==> src/rtl/keypad_scanner.sv <==
// Column-scanning, debounced 4x4 keypad reader (Pmod KYPD layout).
// Emits the accepted key code plus a level press flag for the calculator control unit.
module keypad_scanner #(
    parameter int SCAN_DIV        = 1000,
    parameter int DEBOUNCE_FRAMES = 20
) (
    input  logic       clock,
    input  logic       reset,
    input  logic [3:0] row,
    output logic [3:0] col,
    output logic [3:0] button,
    output logic       is_pressed,
    output logic       frame_tick
);

    localparam int DW = (SCAN_DIV > 1) ? $clog2(SCAN_DIV) : 1;
    localparam int CW = $clog2(DEBOUNCE_FRAMES + 1);
    localparam logic [DW-1:0] DWELL_LAST = DW'(SCAN_DIV - 1);
    localparam logic [CW-1:0] STABLE_MAX = CW'(DEBOUNCE_FRAMES);

    typedef enum logic [1:0] {
        RES_NONE,
        RES_KEY,
        RES_MULTI
    } result_t;

    logic [3:0]    r_rowMeta;
    logic [3:0]    r_rowSync;
    logic [DW-1:0] r_dwellCnt;
    logic [1:0]    r_colIdx;
    logic [3:0]    r_snap0;
    logic [3:0]    r_snap1;
    logic [3:0]    r_snap2;
    result_t       r_candKind;
    logic [3:0]    r_candCode;
    logic [CW-1:0] r_stableCnt;
    logic [3:0]    r_button;
    logic          r_pressed;
    logic          r_frameTick;
    logic          r_repress;

    logic          w_lastDwell;
    logic          w_frameEnd;
    logic [15:0]   w_map;
    logic [4:0]    w_hits;
    logic [3:0]    w_code;
    result_t       w_kind;
    result_t       w_nextKind;
    logic [3:0]    w_nextCode;
    logic [CW-1:0] w_nextStable;
    logic          w_accept;

    function automatic logic [3:0] keyCode(input logic [1:0] r, input logic [1:0] c);
        case ({r, c})
            4'h0: keyCode = 4'h1;
            4'h1: keyCode = 4'h2;
            4'h2: keyCode = 4'h3;
            4'h3: keyCode = 4'hA;
            4'h4: keyCode = 4'h4;
            4'h5: keyCode = 4'h5;
            4'h6: keyCode = 4'h6;
            4'h7: keyCode = 4'hB;
            4'h8: keyCode = 4'h7;
            4'h9: keyCode = 4'h8;
            4'hA: keyCode = 4'h9;
            4'hB: keyCode = 4'hC;
            4'hC: keyCode = 4'h0;
            4'hD: keyCode = 4'hF;
            4'hE: keyCode = 4'hE;
            default: keyCode = 4'hD;
        endcase
    endfunction

    assign w_lastDwell = (r_dwellCnt == DWELL_LAST);
    assign w_frameEnd  = w_lastDwell && (r_colIdx == 2'd3);

    // Column 3 is evaluated straight from the synchronizer so the result lands with frame_tick.
    assign w_map = {~r_rowSync, r_snap2, r_snap1, r_snap0};

    always_comb begin
        w_hits = '0;
        w_code = '0;
        for (int i = 0; i < 16; i++) begin
            if (w_map[i]) begin
                w_hits = w_hits + 5'd1;
                w_code = keyCode(2'(i % 4), 2'(i / 4));
            end
        end
        if (w_hits == 5'd0)      w_kind = RES_NONE;
        else if (w_hits == 5'd1) w_kind = RES_KEY;
        else                     w_kind = RES_MULTI;
    end

    always_comb begin
        w_nextKind   = r_candKind;
        w_nextCode   = r_candCode;
        w_nextStable = r_stableCnt;
        if (w_kind == RES_MULTI) begin
            w_nextStable = '0;
        end else if (w_kind == r_candKind && (w_kind == RES_NONE || w_code == r_candCode)) begin
            if (r_stableCnt != STABLE_MAX) w_nextStable = r_stableCnt + 1'b1;
        end else begin
            w_nextKind   = w_kind;
            w_nextCode   = w_code;
            w_nextStable = CW'(1);
        end
        w_accept = (w_kind != RES_MULTI) && (w_nextStable == STABLE_MAX);
    end

    always_ff @(posedge clock) begin
        if (!reset) begin
            r_rowMeta   <= '0;
            r_rowSync   <= '0;
            r_dwellCnt  <= '0;
            r_colIdx    <= '0;
            r_snap0     <= '0;
            r_snap1     <= '0;
            r_snap2     <= '0;
            r_candKind  <= RES_NONE;
            r_candCode  <= '0;
            r_stableCnt <= '0;
            r_button    <= '0;
            r_pressed   <= 1'b0;
            r_frameTick <= 1'b0;
            r_repress   <= 1'b0;
        end else begin
            r_rowMeta   <= row;
            r_rowSync   <= r_rowMeta;
            r_frameTick <= w_frameEnd;
            r_repress   <= 1'b0;
            if (r_repress) r_pressed <= 1'b1;

            if (w_lastDwell) begin
                r_dwellCnt <= '0;
                r_colIdx   <= r_colIdx + 2'd1;
                case (r_colIdx)
                    2'd0:    r_snap0 <= ~r_rowSync;
                    2'd1:    r_snap1 <= ~r_rowSync;
                    2'd2:    r_snap2 <= ~r_rowSync;
                    default: ;
                endcase
            end else begin
                r_dwellCnt <= r_dwellCnt + 1'b1;
            end

            if (w_frameEnd) begin
                r_candKind  <= w_nextKind;
                r_candCode  <= w_nextCode;
                r_stableCnt <= w_nextStable;
                if (w_accept) begin
                    if (w_nextKind == RES_NONE) begin
                        r_pressed <= 1'b0;
                    end else if (!r_pressed) begin
                        r_button  <= w_nextCode;
                        r_pressed <= 1'b1;
                    end else if (w_nextCode != r_button) begin
                        // Drop for one cycle so the downstream edge detector sees a new press.
                        r_button  <= w_nextCode;
                        r_pressed <= 1'b0;
                        r_repress <= 1'b1;
                    end
                end
            end
        end
    end

    assign col        = ~(4'b0001 << r_colIdx);
    assign button     = r_button;
    assign is_pressed = r_pressed;
    assign frame_tick = r_frameTick;

endmodule

==> config.mk <==
export PLATFORM = sky130hd
export DESIGN_NAME = keypad_scanner
export DESIGN_NICKNAME = d
export VERILOG_FILES = /design/src/rtl/keypad_scanner.sv
export SDC_FILE = /design/constraint.sdc
export NUM_CORES = 1
export LEC_CHECK = 0
export CAP_MARGIN = 5
export CORE_MARGIN = 2
export CORE_UTILIZATION = 60
export DETAILED_ROUTE_END_ITERATION = 16
export PLACE_DENSITY = 0.78
export SKIP_LAST_GASP = 1
export SYNTH_ARGS = -nofsm -noshare
export SYNTH_HDL_FRONTEND = slang
export SYNTH_SLANG_ARGS = --single-unit
==> constraint.sdc <==
create_clock -name clock -period 11.55 [get_ports clock]
set_input_delay 3.465 -clock clock [delete_from_list [all_inputs] [get_ports clock]]
set_output_delay 3.465 -clock clock [all_outputs]
set_load 0.01 [all_outputs]
# == Word level (Yosys, flattened, before mapping) ==
# Index checks and enable logic that the tools add are counted.
# op_classes
addsub,18
n_eq_ne,13
shift,1
muxes,50
bitwise_logic,7
reduce_logical,14
# ops
operator,n
5-bit two-way mux,18
5-bit by 1-bit adder with 5-bit output (second input constant),16
4-bit two-way mux,19
10-bit by 1-bit adder with 10-bit output (second input constant),1
10-bit == test (second input constant),1
1-bit two-way mux,9
2-bit two-way mux,4
4-bit inverter,2
2-bit == test (second input constant),3
2-bit zero test,3
2-bit AND reduction,3
5-bit by 1-bit == test with 1-bit output (second input constant),1
5-bit == test (second input constant),1
5-bit zero test,1
5-bit != test (second input constant),1
1-bit inverter,5
5-bit OR reduction,1
4-bit == test,1
4-bit != test,1
4-bit AND reduction,1
1-bit by 2-bit << shifter with 4-bit output (first input constant),1
1-bit logical AND,3
2-bit by 1-bit adder with 2-bit output (second input constant),1
2-bit by 1-bit == test with 1-bit output (second input constant),1
5 further kinds,5
# totals
regBits,50
out_inout_bits,10

# == Logic depth before layout (Yosys ltp) ==
# logic_depth
word_depth,45
ltp_mapped,61
ltp_nobuf,60

# == Worst setup path after synthesis ==
# No wires, ideal clock.
# synth_timing
path_kind,reg-to-reg
startpoint,register r_snap0[0]
endpoint,"register r_pressed, in the netlist is_pressed"
t_arrival_ps,10384
t_required_ps,11428
path_slack_ps,1044
stages_incl_launch_ff,59
synth_period_minus_slack_ps,10506
cell_sequence,dfxtp_1 inv_1 ha_1 buf_2 xor2_1 ha_1 nand2_1 o31ai_1 ha_1 mux2_2 ha_1 nand2_1 o31a_1 nand2_1 ha_1 nor2_1 a31oi_1 ha_1 (+23 left out) a21oi_1 ha_1 nor2b_1 a21o_1 ha_1 nor2b_1 a41o_1 nand2_1 nor2_1 mux2_4 inv_6 buf_12 ha_1 nand4b_1 nor3_1 a21oi_2 or4_1 o311a_1
# synth_between
elab_chain_cells,45
word_cells_on_any_way,73
# synth_lines
element,line_no,text
from (decl),31,logic [3:0] r_snap0;
from (signal assigned),137,2'd0: r_snap0 <= ~r_rowSync;
1-bit two-way mux,84,if (w_map[i]) begin
5-bit by 1-bit adder with 5-bit output,85,w_hits = w_hits + 5'd1;
5-bit two-way mux,84,
5-bit by 1-bit adder with 5-bit output,85,
5-bit two-way mux,84,
5-bit by 1-bit adder with 5-bit output,85,
5-bit two-way mux,84,
5-bit by 1-bit adder with 5-bit output,85,
(+29 left out),-,
4-bit two-way mux,100,end else if (w_kind == r_candKind && (w_kind == RES_NONE || w_code == r_candCode)) begin
4-bit two-way mux,98,if (w_kind == RES_MULTI) begin
4-bit != test,156,end else if (w_nextCode != r_button) begin
1-bit two-way mux,156,
1-bit two-way mux,153,end else if (!r_pressed) begin
1-bit two-way mux,151,if (w_nextKind == RES_NONE) begin
1-bit two-way mux (*),150,if (w_accept) begin
1-bit two-way mux (*),146,if (w_frameEnd) begin
to (signal assigned),152,r_pressed <= 1'b0;
to (signal assigned),155,r_pressed <= 1'b1;
to (signal assigned),159,r_pressed <= 1'b0;
to (decl),38,logic r_pressed;
# Mark *: on every way between the ends. The rest lies on a longest branch, timed or not.
# A chain may end at the register's enable or synchronous reset.

# == Worst setup path in the final report ==
# Ends and elaborated chain as after synthesis.

==> metrics.cfg <==
[grt]
grt_usage_pct=21.6
grt_max_degree=32
grt_pass1_wl_um=15100
grt_pass1_vias=3457
antenna_found_initial=0
overflow=0

[min_path]
min_from=r_rowMeta[3]
min_path_type=flip-flop to flip-flop

[clock_tree]
cts_tree=built
clock-sinks=50
htreeDepth=2
clk_latency_ps=310
clk_pin_slew_ps=100
hold_buffers=0
cts_root_buffer=clkbuf_8
numCtsBuffers=5
clockBufferDepth=2

[yosys]
synth.avg_cell_area_um2=8.39
synth_common_cells=nor2_1, dfxtp_1, nand2_1, inv_1, xnor2_1
ys.flop_type=dfxtp_1
yosysSeqAreaShare_pct=22.5
yosys.cell_types.count=81
ys_async_sr_fraction_pct=0
ys_ff_latch=50
synth_edf_count=0
netlist_area_um2=4440
netlist_instances=529
yosys-top-cells-area=dfxtp_1, ha_1, xnor2_1
yosysTopAreaCell=dfxtp_1
yosys_warnings=0
synth_top_area_share_pct=22.5
synth_nets=559
synth.most_common_cell=nor2_1

[setup_path]
critPathSlowestCell=or4_4
worstPathRequired_ps=11740
criticalPathCategory=flip-flop to flip-flop
crit_path_start_kind=flip-flop
crit_fanout=12
r2r-start=r_snap0[0]
path_buf_inv=5
slowest_delay_ps=570
startpoint=r_snap0[0]
cp.arrival_ps=11240
crit_family=adder cells
worst_setup_path_end_kind=flip-flop
path_common_cell=ha_1

[final_layout]
multi_input_area_um2=3290
seq_area_um2=1000
drive_gt1_share_pct=13.6
antennaDiodeCount=0
design_area_um2=4850
area_growth_pct=9.36
nets=560
num-fill-cells=598
utilization_pct=67.3
fin_cells=630

[power_and_ir_drop]
p_int_mw=0.245
p_clk_share_pct=32.0
p_comb_share_pct=15.0
p_switching_mw=0.0906
share_seq_of_total_power_pct=53.0
ir_worst_vdd_v=0.0000975
swShare_pct=27.0
p_leak_nw=1.91
powerDensity_nw_per_um2=69.1

[status]
status=complete, no violations

[detailed_routing]
drtIter0Drc=195
avgRoutedWirePerCell_um=14.2
drtPass1Iterations=4
drc_errors=0
routed_via_density=5.81
ant_nets=0
wirelength_um=8960
routed-via-count=3662

[sta]
setup_viol=0
period_share_pct=95.6
hold_viol_final=0
post-route-min-period_ps=11040
drv_slew=0
setup_ws_ps=508
fmaxAchievable_ghz=0.0906
worst-slew-pin-transition_ps=970
slew_headroom_pct=35.2
fin_worst_skew_ps=10.7
tns_ps=0

[placement]
place_congestion=0.884
port_buffers=15
dpl.cell_count=613
hpwlAfterDp_um=6620
placed_area_um2=4570
place_ws_ps=25.0

[flow_run]
cap_violations=0

[floorplan]
die_h_um=90.0
die_x_um=90.0
start_util_pct=61.5
rows=31
die_area_um2=8100
io_pins=16
core_region_area_um2=7210

## kinds of logic after synthesis
group                    Yosys count  synth area share [%]
multiplexers                      15                  4.00
XOR/XNOR                          67                  19.6
buffers and inverters             61                  6.00
AO/OA/AOI/OAI                     98                  15.8
flip-flops                        50                  22.5
AND/OR/NAND/NOR                  214                  25.3
adder cells (fa/ha/maj)           24                  6.76
## routing by layer
layer / wire, um / global-route usage, % / vias up
met5: 0 / 0 / -
li1: - / - / 1872
met2: 4520 / 39.6 / 57
met4: 62 / 5.38 / 0
met1: 4140 / 27.0 / 1728
met3: 232 / 2.35 / 5
## metrics by stage
step | hold WS (ps) | power, mW
detailed placement | 419 | 0.225
global placement | 414 | 0.224
CTS | 439 | 0.332
global route | 448 | 0.350
floorplan | 412 | 0.220
finish | 434 | 0.335
## registers in the layout, summed over array words and instances, names as in the netlist
name	count
button	4
frame_tick	1
is_pressed	1
r_candCode	4
r_candKind	2
r_colIdx	2
r_dwellCnt	10
r_repress	1
r_rowMeta	4
r_rowSync	4
r_snap0	4
r_snap1	4
r_snap2	4
r_stableCnt	5
## layout make-up
| type | instances | share of cell area (%) |
|---|---|---|
| inverter | 31 | 2.55 |
| multi-input combinational | 418 | 67.7 |
| sequential | 50 | 20.7 |
| clock inverter | 2 | 0.335 |
| tap | 99 | 2.55 |
| timing repair buffer | 24 | 4.48 |
| clock buffer | 6 | 1.70 |
## power groups by stage
stage               clock network (mW)  logic [mW]  registers (mW)
finish                           0.107      0.0503           0.178
global placement                     0      0.0423           0.182
CTS                              0.110      0.0436           0.178
global route                     0.117      0.0551           0.178
floorplan                            0      0.0412           0.179
detailed placement                   0      0.0434           0.182
## worst paths after layout
check / endpoint / slack [ps] / depth (start not counted)
setup / recovery: is_pressed / 510 / 56
hold / removal: r_rowSync[3] / 430 / 1
setup reg to reg: is_pressed / 510 / 56
hold reg to reg: r_rowSync[3] / 430 / 1
## layout by cell type (no fill, tap or decap), types with 15 or more instances in the layout
| master | count |
|---|---|
| nand2_1 | 47 |
| clkdlybuf4s50_1 | 15 |
| xor2_1 | 18 |
| a21oi_1 | 17 |
| nor2_1 | 57 |
| ha_1 | 22 |
| inv_1 | 29 |
| dfxtp_1 | 48 |
| and2_1 | 15 |
| xnor2_1 | 29 |
## repair_timing
action,in CTS,in global routing
gates resized for setup,1,24
pin swaps,0,3
cloned,0,0
setup endpoints to repair,3,15
buffers inserted,0,9
Note: power is estimated with default switching activity, not from simulation.
==> patch (same flow settings) <==
Re-encode `result_t` (3 values) as one-hot, 3 bits wide.
--- a/src/rtl/keypad_scanner.sv
+++ b/src/rtl/keypad_scanner.sv
@@ -18,10 +18,10 @@
     localparam logic [DW-1:0] DWELL_LAST = DW'(SCAN_DIV - 1);
     localparam logic [CW-1:0] STABLE_MAX = CW'(DEBOUNCE_FRAMES);
 
-    typedef enum logic [1:0] {
-        RES_NONE,
-        RES_KEY,
-        RES_MULTI
+    typedef enum logic [2:0] {
+        RES_NONE  = 3'b001,
+        RES_KEY   = 3'b010,
+        RES_MULTI = 3'b100
     } result_t;
 
     logic [3:0]    r_rowMeta;
Function: same outputs for any inputs over 10 cycles, from zero or initial values and one cycle with reset low; not proved beyond that.
==> patch against the unedited design <==
- combinational power rose by 72%
- final area is 3.9% higher
- setup slack got worse by 0.24 ns
- total power grew 12%
- routed wire length up 6.4%
- cell count shrank 1.3%
- maximum frequency is 2.2% lower
- synthesized area shrank 6.1%
- sequential cell count is 1 higher
- highest routed layer unchanged
==> patch: results (changes against the unedited design) <==
buffer share of cell area=9.826% (+5.3 points); Fin Clk Skew=0.008653 ns (-0.002015 ns); inverters=33 (+6.5%); share of layout cells above drive strength 1=23.99% (+10 points); largest cells by area after synthesis=dfxtp_1, ha_1, xnor2_1; total track usage=23.99% (+2.4 points); Pre-antenna DRT Iters=5 (+1); post-synthesis net count=529 (-5.4%); adder-cell share of the synthesized area=7.205% (+0.44 points); post-route insts no fill=622 (-1.3%); Multi-In Gates=390 (-6.7%); Fillers=473 (-21%); multi-input gate share of total cell area=63.50% (-4.2 points); gpl congestion=0.9065 (+2.6%); largest net degree at the start of global routing=30 (-6.3%); XOR/XNOR share of the synthesized area=19.09% (-0.50 points); PwrDens=74.69 nW/um2 (+8.2%); placed cells=598 (-2.4%); HP Class=flip-flop to flip-flop; Vias per Instance=5.905 (+1.6%); Final nets=571 (+2.0%); CTS resizes=19 (+18); Worst slew margin=23.92% (-11 points); Avg WL per Cell=15.32 um (+7.7%); critical-path maximum fanout=6 (-6); initial antenna violation count=0 (unchanged); Setup Buffers After CTS=8 (+8); hpwl dp=6599 um (-0.28%); FF+latch area=1025 um2 (+2.1%); Primary FF master, synth=dfxtp_1; family with the most delay on the worst path=adder cells; die area=7629 um2 (-5.8%); syn avg cell area=8.352 um2 (-0.47%); DP Area=4534 um2 (-0.74%); clkbuf count=5 (-1); Max Buffers Root-to-Sink=2 (unchanged); status=finished, final reports clean; CP most frequent cell=ha_1; DRT iter0 DRCs=234 (+20%); dpl ws=-0.3853 ns (-0.4103 ns); switching power=110.0 uW (+21%); vias in the first global route=3474 (+0.49%); peak supply drop=120.4 uV (+23%); Clock buf/inv share=1.911% (-0.13 points); Worst path max stage delay=0.59 ns (+0.02 ns); register area share after synthesis=24.50% (+1.9 points); number of distinct library cells after synthesis=76 (-6.2%); CP Data Arrival Time=11.49 ns (+0.25 ns); Non-clock buffers=60 (+150%); compound-cell area share of the yosys netlist=15.88% (+0.098 points); switching part of the total power=29.20% (+2.2 points); mux cell area share after synthesis=4.743% (+0.74 points); ant diodes=0 (unchanged); Pleak=1.939 nW (+1.4%); first-pass GRT wire length=14970 um (-1.1%); top cells by count, synth=nor2_1, dfxtp_1, nand2_1; biggest regs=r_dwellCnt: 10 flops, r_stableCnt: 5 flops; #FFs+latches synth=51 (+2.0%); combinational gate power=86.3 uW (+72%)
[patch: cell count changes in the layout (fill, tap and decap cells not counted), sizes merged, moves of 6 or more]
cell	unedited run	this run
buf	9	45
nand2	47	38
nor3	18	11
a21oi	20	14
[patch: final timing paths]
check	start	endpoint	slack (ns)	depth (start not counted)
max	r_snap0[0]	button[2]	0.27	62
min	r_rowMeta[0]	r_rowSync[0]	0.44	1
max reg2reg	r_snap0[0]	button[2]	0.27	62
min reg2reg	r_rowMeta[0]	r_rowSync[0]	0.44	1
[patch: routing by layer]
| metal | wire (um) | GRT usage (%) | part of all wire (%) | up-vias |
|---|---|---|---|---|
| li1 | - | - | - | 1825 |
| met1 | 4087 | 28.79 | 43 | 1742 |
| met2 | 4932 | 43.73 | 52 | 83 |
| met3 | 296 | 3.128 | 3.1 | 23 |
| met4 | 212 | 7.972 | 2.2 | 0 |
| met5 | 0 | 0 | 0 | - |
